--- config.mk ---
export PLATFORM = sky130hd
export DESIGN_NAME = button_enable_control
export DESIGN_NICKNAME = d
export VERILOG_FILES = /design/src/rtl/button_enable_control.sv
export SDC_FILE = /design/constraint.sdc
export NUM_CORES = 1
export LEC_CHECK = 0
export CAP_MARGIN = 0
export CORE_AREA = 2 2 117 97
export CTS_CLUSTER_SIZE = 16
export DETAILED_ROUTE_END_ITERATION = 10
export DIE_AREA = 0 0 119 99
export SLEW_MARGIN = 5
export SYNTH_ARGS = -nofsm -noshare
export SYNTH_HDL_FRONTEND = slang
export SYNTH_SLANG_ARGS = --single-unit
--- constraint.sdc ---
create_clock -name clk -period 2.1 [get_ports clk]
set_input_delay 0.21 -clock clk [delete_from_list [all_inputs] [get_ports clk]]
set_output_delay 0.21 -clock clk [all_outputs]
set_load 0.02 [all_outputs]
--- src/rtl/button_enable_control.sv ---
// Purpose : turns a raw, bouncy, active-low push button into a run/stop level
//           for the counter chain. A short press toggles run/stop. A long
//           press forces stop and emits a one-cycle clear pulse.
// Latency : button_level follows button_n after DEBOUNCE_CYCLES+2 edges.
//           enable toggles one edge after button_level falls. long_press fires
//           LONG_PRESS_CYCLES edges after button_level rises.
// Backpressure: none. The block is a free-running level conditioner.
//
// Ports:
//   clk          in  board clock; all state changes on the rising edge
//   reset        in  asynchronous reset, active low
//   button_n     in  raw push button, active low, asynchronous, may bounce
//   enable       out registered run (1) / stop (0) level for the counter
//   long_press   out registered one-cycle pulse when a long press is detected
//   button_level out registered debounced button state, 1 = pressed
module button_enable_control #(
  parameter int DEBOUNCE_CYCLES   = 200000,
  parameter int LONG_PRESS_CYCLES = 10000000
) (
  input  logic clk,
  input  logic reset,
  input  logic button_n,
  output logic enable,
  output logic long_press,
  output logic button_level
);

  localparam int DB_W   = $clog2(DEBOUNCE_CYCLES + 1);
  localparam int HOLD_W = $clog2(LONG_PRESS_CYCLES + 1);

  // The debounced level commits on the cycle the count would reach
  // DEBOUNCE_CYCLES, so the last counted value is DEBOUNCE_CYCLES-1.
  localparam logic [DB_W-1:0]   DB_LAST  = DB_W'(DEBOUNCE_CYCLES - 1);
  localparam logic [HOLD_W-1:0] HOLD_MAX = HOLD_W'(LONG_PRESS_CYCLES);
  localparam logic [HOLD_W-1:0] HOLD_ONE = HOLD_W'(1);

  typedef enum logic [1:0] {
    IDLE  = 2'b00,
    SHORT = 2'b01,
    LONG  = 2'b10
  } state_e;

  // ---------------------------------------------------------------------------
  // Two-flop synchronizer. Both flops reset to the released level (high), so a
  // button still held across reset is seen as a brand-new press afterwards.
  // ---------------------------------------------------------------------------
  logic sync1_q;
  logic sync2_q;
  logic btn_sync;

  always_ff @(posedge clk or negedge reset) begin
    if (!reset) begin
      sync1_q <= 1'b1;
      sync2_q <= 1'b1;
    end else begin
      sync1_q <= button_n;
      sync2_q <= sync1_q;
    end
  end

  assign btn_sync = ~sync2_q;

  // ---------------------------------------------------------------------------
  // Debouncer. Any cycle where the synchronized button agrees with the
  // debounced level restarts the count, so a bounce shorter than
  // DEBOUNCE_CYCLES never moves the level.
  // ---------------------------------------------------------------------------
  logic [DB_W-1:0] db_cnt_q;
  logic [DB_W-1:0] db_cnt_d;
  logic            level_q;
  logic            level_d;
  logic            level_prev_q;
  logic            commit;
  logic            rise_evt;
  logic            fall_evt;

  always_comb begin
    db_cnt_d = '0;
    level_d  = level_q;
    commit   = 1'b0;
    if (btn_sync != level_q) begin
      if (db_cnt_q == DB_LAST) begin
        level_d = btn_sync;
        commit  = 1'b1;
      end else begin
        db_cnt_d = db_cnt_q + DB_W'(1);
      end
    end
  end

  always_ff @(posedge clk or negedge reset) begin
    if (!reset) begin
      db_cnt_q     <= '0;
      level_q      <= 1'b0;
      level_prev_q <= 1'b0;
    end else begin
      db_cnt_q     <= db_cnt_d;
      level_q      <= level_d;
      level_prev_q <= level_q;
    end
  end

  // A press is taken on the same edge the debounced level rises, so the hold
  // count lines up with the cycles button_level has been high. A release is
  // taken from the registered level, which places the enable toggle one edge
  // after button_level falls.
  assign rise_evt = commit & btn_sync;
  assign fall_evt = level_prev_q & ~level_q;

  // ---------------------------------------------------------------------------
  // Press classification FSM: state register.
  // ---------------------------------------------------------------------------
  state_e            state_q;
  state_e            state_d;
  logic [HOLD_W-1:0] hold_q;
  logic [HOLD_W-1:0] hold_d;
  logic              enable_q;
  logic              enable_d;
  logic              long_q;
  logic              long_d;
  logic              at_threshold;

  assign at_threshold = (hold_q == HOLD_MAX);

  always_ff @(posedge clk or negedge reset) begin
    if (!reset) begin
      state_q  <= IDLE;
      hold_q   <= '0;
      enable_q <= 1'b0;
      long_q   <= 1'b0;
    end else begin
      state_q  <= state_d;
      hold_q   <= hold_d;
      enable_q <= enable_d;
      long_q   <= long_d;
    end
  end

  // ---------------------------------------------------------------------------
  // Next-state logic. A release always beats the long-press threshold when
  // both are seen in the same cycle. If a new press commits in the very cycle
  // a release is taken (possible only with a tiny debounce window), go
  // straight back to SHORT so that press is not lost.
  // ---------------------------------------------------------------------------
  always_comb begin
    state_d = state_q;
    case (state_q)
      IDLE: begin
        if (rise_evt) state_d = SHORT;
      end
      SHORT: begin
        if (fall_evt)          state_d = rise_evt ? SHORT : IDLE;
        else if (at_threshold) state_d = LONG;
      end
      LONG: begin
        if (fall_evt) state_d = rise_evt ? SHORT : IDLE;
      end
      default: state_d = IDLE;
    endcase
  end

  // Hold counter: loads 1 when a press is accepted, then counts up while the
  // press is held in SHORT, saturating at the long-press threshold.
  always_comb begin
    hold_d = hold_q;
    if (rise_evt) begin
      hold_d = HOLD_ONE;
    end else if (state_q == SHORT && !at_threshold) begin
      hold_d = hold_q + HOLD_ONE;
    end
  end

  // ---------------------------------------------------------------------------
  // Output logic. enable moves only on the release of a short press or the
  // long-press detection, so it changes at most once per press and is steady
  // between presses for the slow counter domain to sample.
  // ---------------------------------------------------------------------------
  always_comb begin
    enable_d = enable_q;
    long_d   = 1'b0;
    case (state_q)
      SHORT: begin
        if (fall_evt) begin
          enable_d = ~enable_q;
        end else if (at_threshold) begin
          long_d   = 1'b1;
          enable_d = 1'b0;
        end
      end
      default: begin
        enable_d = enable_q;
      end
    endcase
  end

  assign enable       = enable_q;
  assign long_press   = long_q;
  assign button_level = level_q;

endmodule

==> metrics.yaml, run 1 <==
dp_cells: 411
slew_violations: 0
place_congestion: 0.8070
start_util: 0.2447
drive_gt1_frac: 0.1377
cts_buffers: 5
crit_buf_inv: 2
ant_nets: 0
drt_iter0_markers: 137
grt_pass1_wl_mm: 9.252
seq_area_um2: 1255
cpPeakStageDelay_ns: 0.49
r2r_start: "hold_q[1]"
ys_warn_count: 0
cts.sinks: 50
yosys.cell_count.top_type: "dfrtp_1"
grt_max_degree: 36
viasPerCell: 4.643
final_nets: 281
finalNonFillerCells: 420
synth-edff-count: 0
cts_hold_buf: 0
powerDensity_nw_per_um2: 621.4
cts_tree: "built"
die_h_um: 99
slew_headroom: 0.4796
synth_cells: 259
io_buffers: 5
routed_wl_mm: 5.426
critPathRequiredTime_ns: 2.33
outcome: "complete, no violations"
synthTopCellsByArea: "dfrtp_1 (46%), xor2_1 (8.1%), nor2_1 (6.1%)"
period_needed_ns: 2.012
final.setup.tns_ns: 0
fmax_mhz: 496.9
insertion_delay_ns: 0.28
cp_num_cells: 8
netlist_area_um2: 2592
peakVddDrop_mv: 0.2583
multi_input_area_um2: 1299
clkTransAtPathRegs_ns: 0.06
maxCapViolations: 0
fp.coreArea_um2: 10590
synth-main-ff-cell: "dfrtp_1"
finalSetupViolations: 0
hold_violations: 0
path_class: "reg -> reg"
detailed_place_hpwl_mm: 3.847
max_slew.worst_pin.slew_ns: 0.7806
synth_top_cell_area_share: 0.4633
path_cells: "inv_1 -> ha_1 -> nor4bb_2 -> nand4b_1 -> o21ai_4 -> buf_4 -> or4_1 -> nand2_1"
worstRegToRegCells: 8
hold_slack_ns: 0.003998
hp-class: "in -> async"
drtPass1Iterations: 4
slowest_stage: "or4_1"
grt_pass1_vias: 1852
route.detailed.drc: 0
syn_to_final_growth_pct: 17.95
grt_usage: 0.09562
yosys-top-cells-count: "dfrtp_1 (48), nor2_1 (42), xor2_1 (24)"
synth_largest_area_cell: "dfrtp_1"
synth_cell_type_count: 46
avgRoutedWirePerCell_um: 12.92
async_flop_share: 1.000
clock_tree.root_cell: "clkbuf_16"
core.rowCount: 34
rsz0062_at_grt: "false"
syn-num-nets: 265
ys_seq_area_frac: 0.4836
vias: 1950
ys_ff_latch: 50
grt_overflow: 0
cp.arrival_ns: 2.24
die_w_um: 119
fill_cells: 1093
cp-end-kind: "flip-flop"
ioPinCount: 6
timing.final.crit_share: 0.9583
clockBufferDepth: 2
critPathMaxFanout: 7
cp-start-kind: "flip-flop"
utilization: 0.2887
cp_top_family: "simple AND/OR/NAND/NOR gates"
die_area_um2: 11780
crit_start: "hold_q[1]"
p_leak_nw: 1.319
cts_htree_levels: 2
avgSynthCellArea_um2: 10.01
n_antenna_cell: 0
antenna_found_initial: 0
clock_skew_ns: 0.002125
[state kept, by name, summed over array words and instances (netlist names)]
signal        count
hold_q           24
db_cnt_q         18
state_q           2
button_level      1
enable            1
level_prev_q      1
long_press        1
sync1_q           1
sync2_q           1
[cell families after synthesis]
logic type | synth area share
buf+inv | 0.02316
fa+ha+maj | 0.01834
mux | 0.003861
simple gates | 0.3118
flops | 0.4836
xor+xnor | 0.1149
compound gates | 0.04441
[timing repair]
action                                  4_1_cts  5_1_grt
buffers inserted                              0        1
gates resized for setup                       0        3
endpoints found under the setup margin        0        2
[metrics by stage]
| stage | power [mW] | setup slack [ns] | instance area, um^2 |
|---|---|---|---|
| global route | 1.964 | 0.01012 | 3058 |
| global placement | 1.041 | 0.2156 | 2869 |
| detailed placement | 1.042 | 0.1043 | 2869 |
| CTS | 1.924 | 0.09098 | 3035 |
| floorplan | 1.009 | 0.3413 | 2592 |
| finish | 1.900 | 0.08764 | 3058 |
[cell type report]
cell class	count	share of cell area
repair buffers	17	0.04419
multi-input cells	195	0.4247
flip-flops and latches	50	0.4104
well taps	144	0.05892
inverters	6	0.007365
clock buffers	8	0.05442
[power by group]
part | switching [mW] | leakage [nW] | internal [mW] | total [mW]
sequential | 0.00752 | 0.688 | 0.971 | 0.979
clock | 0.339 | 0.0832 | 0.540 | 0.879
combinational | 0.0302 | 0.548 | 0.0126 | 0.0428
total | 0.377 | 1.32 | 1.52 | 1.90
[metal layers]
layer	track usage	vias up	routed length (um)
met5	0	-	0
met3	0.009259	9	92
met2	0.1530	26	2426
met4	0.04396	0	106
met1	0.1312	967	2800
li1	-	948	-
[worst paths after layout]
check	end	slack (ns)
max in group asynchronous	hold_q[23]	1.44
min reg2reg	sync2_q	0.36
max	hold_q[16]	0.09
min	hold_q[4]	0.004
max reg2reg	hold_q[16]	0.09
min in group clk	sync1_q	0.33
[cell usage in the layout, fill, tap and decap left out, types with 4 or more instances in the layout]
| master | count |
|---|---|
| buf_4 | 12 |
| nand2_1 | 15 |
| nor2_1 | 42 |
| nor3_1 | 7 |
| a21oi_1 | 6 |
| xnor2_1 | 10 |
| clkdlybuf4s50_1 | 4 |
| and4_1 | 4 |
| dfrtp_1 | 47 |
| or3_1 | 4 |
| nand4_1 | 15 |
| and3_1 | 9 |
| nor4_1 | 5 |
| clkbuf_16 | 5 |
| inv_1 | 6 |
| nand3_1 | 10 |
| xor2_1 | 24 |
(Power assumes the default switching activity.)
==> run 2, diff against run 1 <==
- ABC_CLOCK_PERIOD_IN_PS: default -> 2100
- CORE_AREA: 2 2 117 97 -> 2 2 88 73
- DIE_AREA: 0 0 119 99 -> 0 0 90 75
==> run 2 against run 1 <==
  * Routed wire length is 4.4% lower
  * Non-clock buffer count grew 2
  * Final cell count is 15% lower
  * Critical path depth unchanged
  * Register-to-register slack improved by 0.04 ns
  * Worst hold slack improved by 0.0017 ns
  * Combinational power shrank 5%
  * Core utilization up 21 points
  * Via count is 0.67% lower
  * First-iteration DRC count grew 34%
  * Critical path type unchanged
  * Critical endpoint is now hold_q[1]
==> metrics.yaml, run 2 (synthesis gave the netlist of run 1 again) <==
r2r_start: "hold_q[0]"
hold_violations: 0  # unchanged
drive_gt1_frac: 0.1403  # +0.002607
grt_pass1_vias: 1914  # +3.3%
drt_iter0_markers: 183  # +34%
cp_top_family: "simple AND/OR/NAND/NOR gates"
grt_overflow: 0  # unchanged
place_congestion: 0.8275  # +2.5%
timing.final.crit_share: 0.9387  # -0.01957
reg2reg_slack_ns: 0.13  # +0.04 ns
critPathMaxFanout: 8  # +1
die_area_um2: 6750  # -43%
cp.arrival_ns: 2.16  # -0.08 ns
final_common_cell: "dfrtp_1"
avgRoutedWirePerCell_um: 14.45  # +12%
total_power_mw: 1.598  # -16%
peakVddDrop_mv: 0.3249  # +26%
reg_top3: "hold_q (24), db_cnt_q (18), state_q (2)"
crit_buf_inv: 2  # unchanged
fmax_mhz: 507.3  # +2.1%
detailed_place_hpwl_mm: 3.584  # -6.8%
cp_num_cells: 8  # unchanged
core.rowCount: 25  # -26%
syn_to_final_growth_pct: 12.64
cts.sinks: 50  # unchanged
max_slew.worst_pin.slew_ns: 0.6368  # -0.1438 ns
path_class: "reg -> reg"
final_cell_mix: "dfrtp_1 (48), nor2_1 (42), xor2_1 (24)"
slowest_stage: "dfrtp_1"
path_cells: "inv_1 -> ha_1 -> nor4bb_2 -> nand4b_1 -> buf_4 -> o21ai_4 -> mux2i_1 -> nor2_1"
grt_usage: 0.1712  # +0.07554
start_util: 0.4456  # +0.2008
critPathRequiredTime_ns: 2.29  # -0.04 ns
ant_nets: 0  # unchanged
slew_headroom: 0.5755  # +0.09588
cpPeakStageDelay_ns: 0.44  # -0.05 ns
drtPass1Iterations: 4  # unchanged
n_antenna_cell: 0  # unchanged
cts_buffers: 5  # unchanged
clockBufferDepth: 2  # unchanged
largest_reg_flops: 24  # unchanged
maxCapViolations: 0  # unchanged
utilization: 0.5019  # +0.2133
clock_skew_ns: 0.006730  # +0.004605 ns
final.setup.tns_ns: 0  # unchanged
dp_cells: 349  # -15%
route.detailed.drc: 0  # unchanged
finalSetupViolations: 0  # unchanged
final_nets: 283  # +0.71%
die_h_um: 75  # -24%
clkTransAtPathRegs_ns: 0.09  # +0.03 ns
insertion_delay_ns: 0.30  # +0.02 ns
rr_endpoint: "hold_q[1]"
period_needed_ns: 1.971  # -0.04109 ns
powerDensity_nw_per_um2: 547.2  # -12%
antenna_found_initial: 0  # unchanged
ioPinCount: 6  # unchanged
cts_tree: "built"
vias: 1937  # -0.67%
cts_htree_levels: 2  # unchanged
largest-register: "hold_q"
clock_tree.root_cell: "clkbuf_8"
grt_max_degree: 51  # +42%
hp-class: "in -> async"
io_buffers: 5  # unchanged
outcome: "complete, no violations"
die_w_um: 90  # -24%
finalNonFillerCells: 359  # -15%
p_leak_nw: 1.291  # -2.1%
routed_wl_mm: 5.189  # -4.4%
slew_violations: 0  # unchanged
grt_pass1_wl_mm: 9.190  # -0.67%
fp.coreArea_um2: 5818  # -45%
worstRegToRegCells: 8  # unchanged
cp-start-kind: "flip-flop"
viasPerCell: 5.396  # +16%
cp-end-kind: "flip-flop"
-- run 2: cell count changes in the layout (fill, tap and decap cells not counted), sizes merged --
cell / before / now
clkinv: 0 / 1
buf: 13 / 15
inv: 6 / 7
clkinvlp: 0 / 1
clkbuf: 8 / 5
-- run 2: repair_timing --
| item | CTS | global route |
|---|---|---|
| buffers inserted | 0 | 2 |
| resized for setup | 0 | 2 |
| hold buffers | 0 | 0 |
| setup endpoints to repair | 0 | 4 |
-- run 2: worst max-delay path by stage --
stage	slack (ns)	endpoint	from
CTS	0.03	hold_q[1]	hold_q[0]
finish	0.13	hold_q[1]	hold_q[0]
global route	-0.01	hold_q[1]	hold_q[0]
floorplan	0.34	hold_q[18]	db_cnt_q[6]
detailed placement	0.05	hold_q[1]	hold_q[0]
global placement	0.11	hold_q[1]	hold_q[0]
-- run 2: per-stage QoR --
step | setup slack (ns) | cell area (um^2) | hold WS (ns)
after floorplan | 0.3413 | 2592 | -0.08559
after global placement | 0.1053 | 2798 | 0.3452
after detailed placement | 0.04923 | 2798 | 0.3470
after CTS | 0.02909 | 2892 | 0.02737
after global routing | -0.009961 | 2920 | 0.05723
final | 0.1287 | 2920 | 0.005703
-- run 2: power breakdown --
part / leakage (nW) / switching [mW] / internal, mW / total [mW]
Combinational: 0.557 / 0.0294 / 0.0114 / 0.0408
Clock: 0.0447 / 0.339 / 0.241 / 0.580
Sequential: 0.689 / 0.00729 / 0.970 / 0.977
Total: 1.29 / 0.375 / 1.22 / 1.60
-- run 2: worst register-to-register path: stages, from the launching register on --
cell and delay [ns]:
dfrtp_1 0.44, inv_1 0.10, ha_1 0.20, nor4bb_2 0.30
nand4b_1 0.13, buf_4 0.18, o21ai_4 0.25, mux2i_1 0.21
nor2_1 0.06
-- run 2: final cells by class --
type	count	area [um^2]
Fill cell	566	2898
Multi-Input combinational cell	195	1299
Sequential cell	50	1254
Timing Repair Buffer	19	150.1
Tap cell	81	101.3
Clock buffer	5	68.82
Clock inverter	3	25.02
Inverter	6	22.52
-- run 2: layer usage --
metal	up-vias	wire length (um)	GRT usage	part of all wire
met5	-	0	0	0
met4	0	45	0.04615	0.0087
met3	5	165	0.03604	0.032
li1	960	-	-	-
met2	27	2327	0.2790	0.45
met1	945	2650	0.2375	0.51
==> run 3, diff against run 2 <==
- TNS_END_PERCENT: default -> 100
==> results of run 3 <==
Final layout, timing and power as in run 2 (identical DEF).
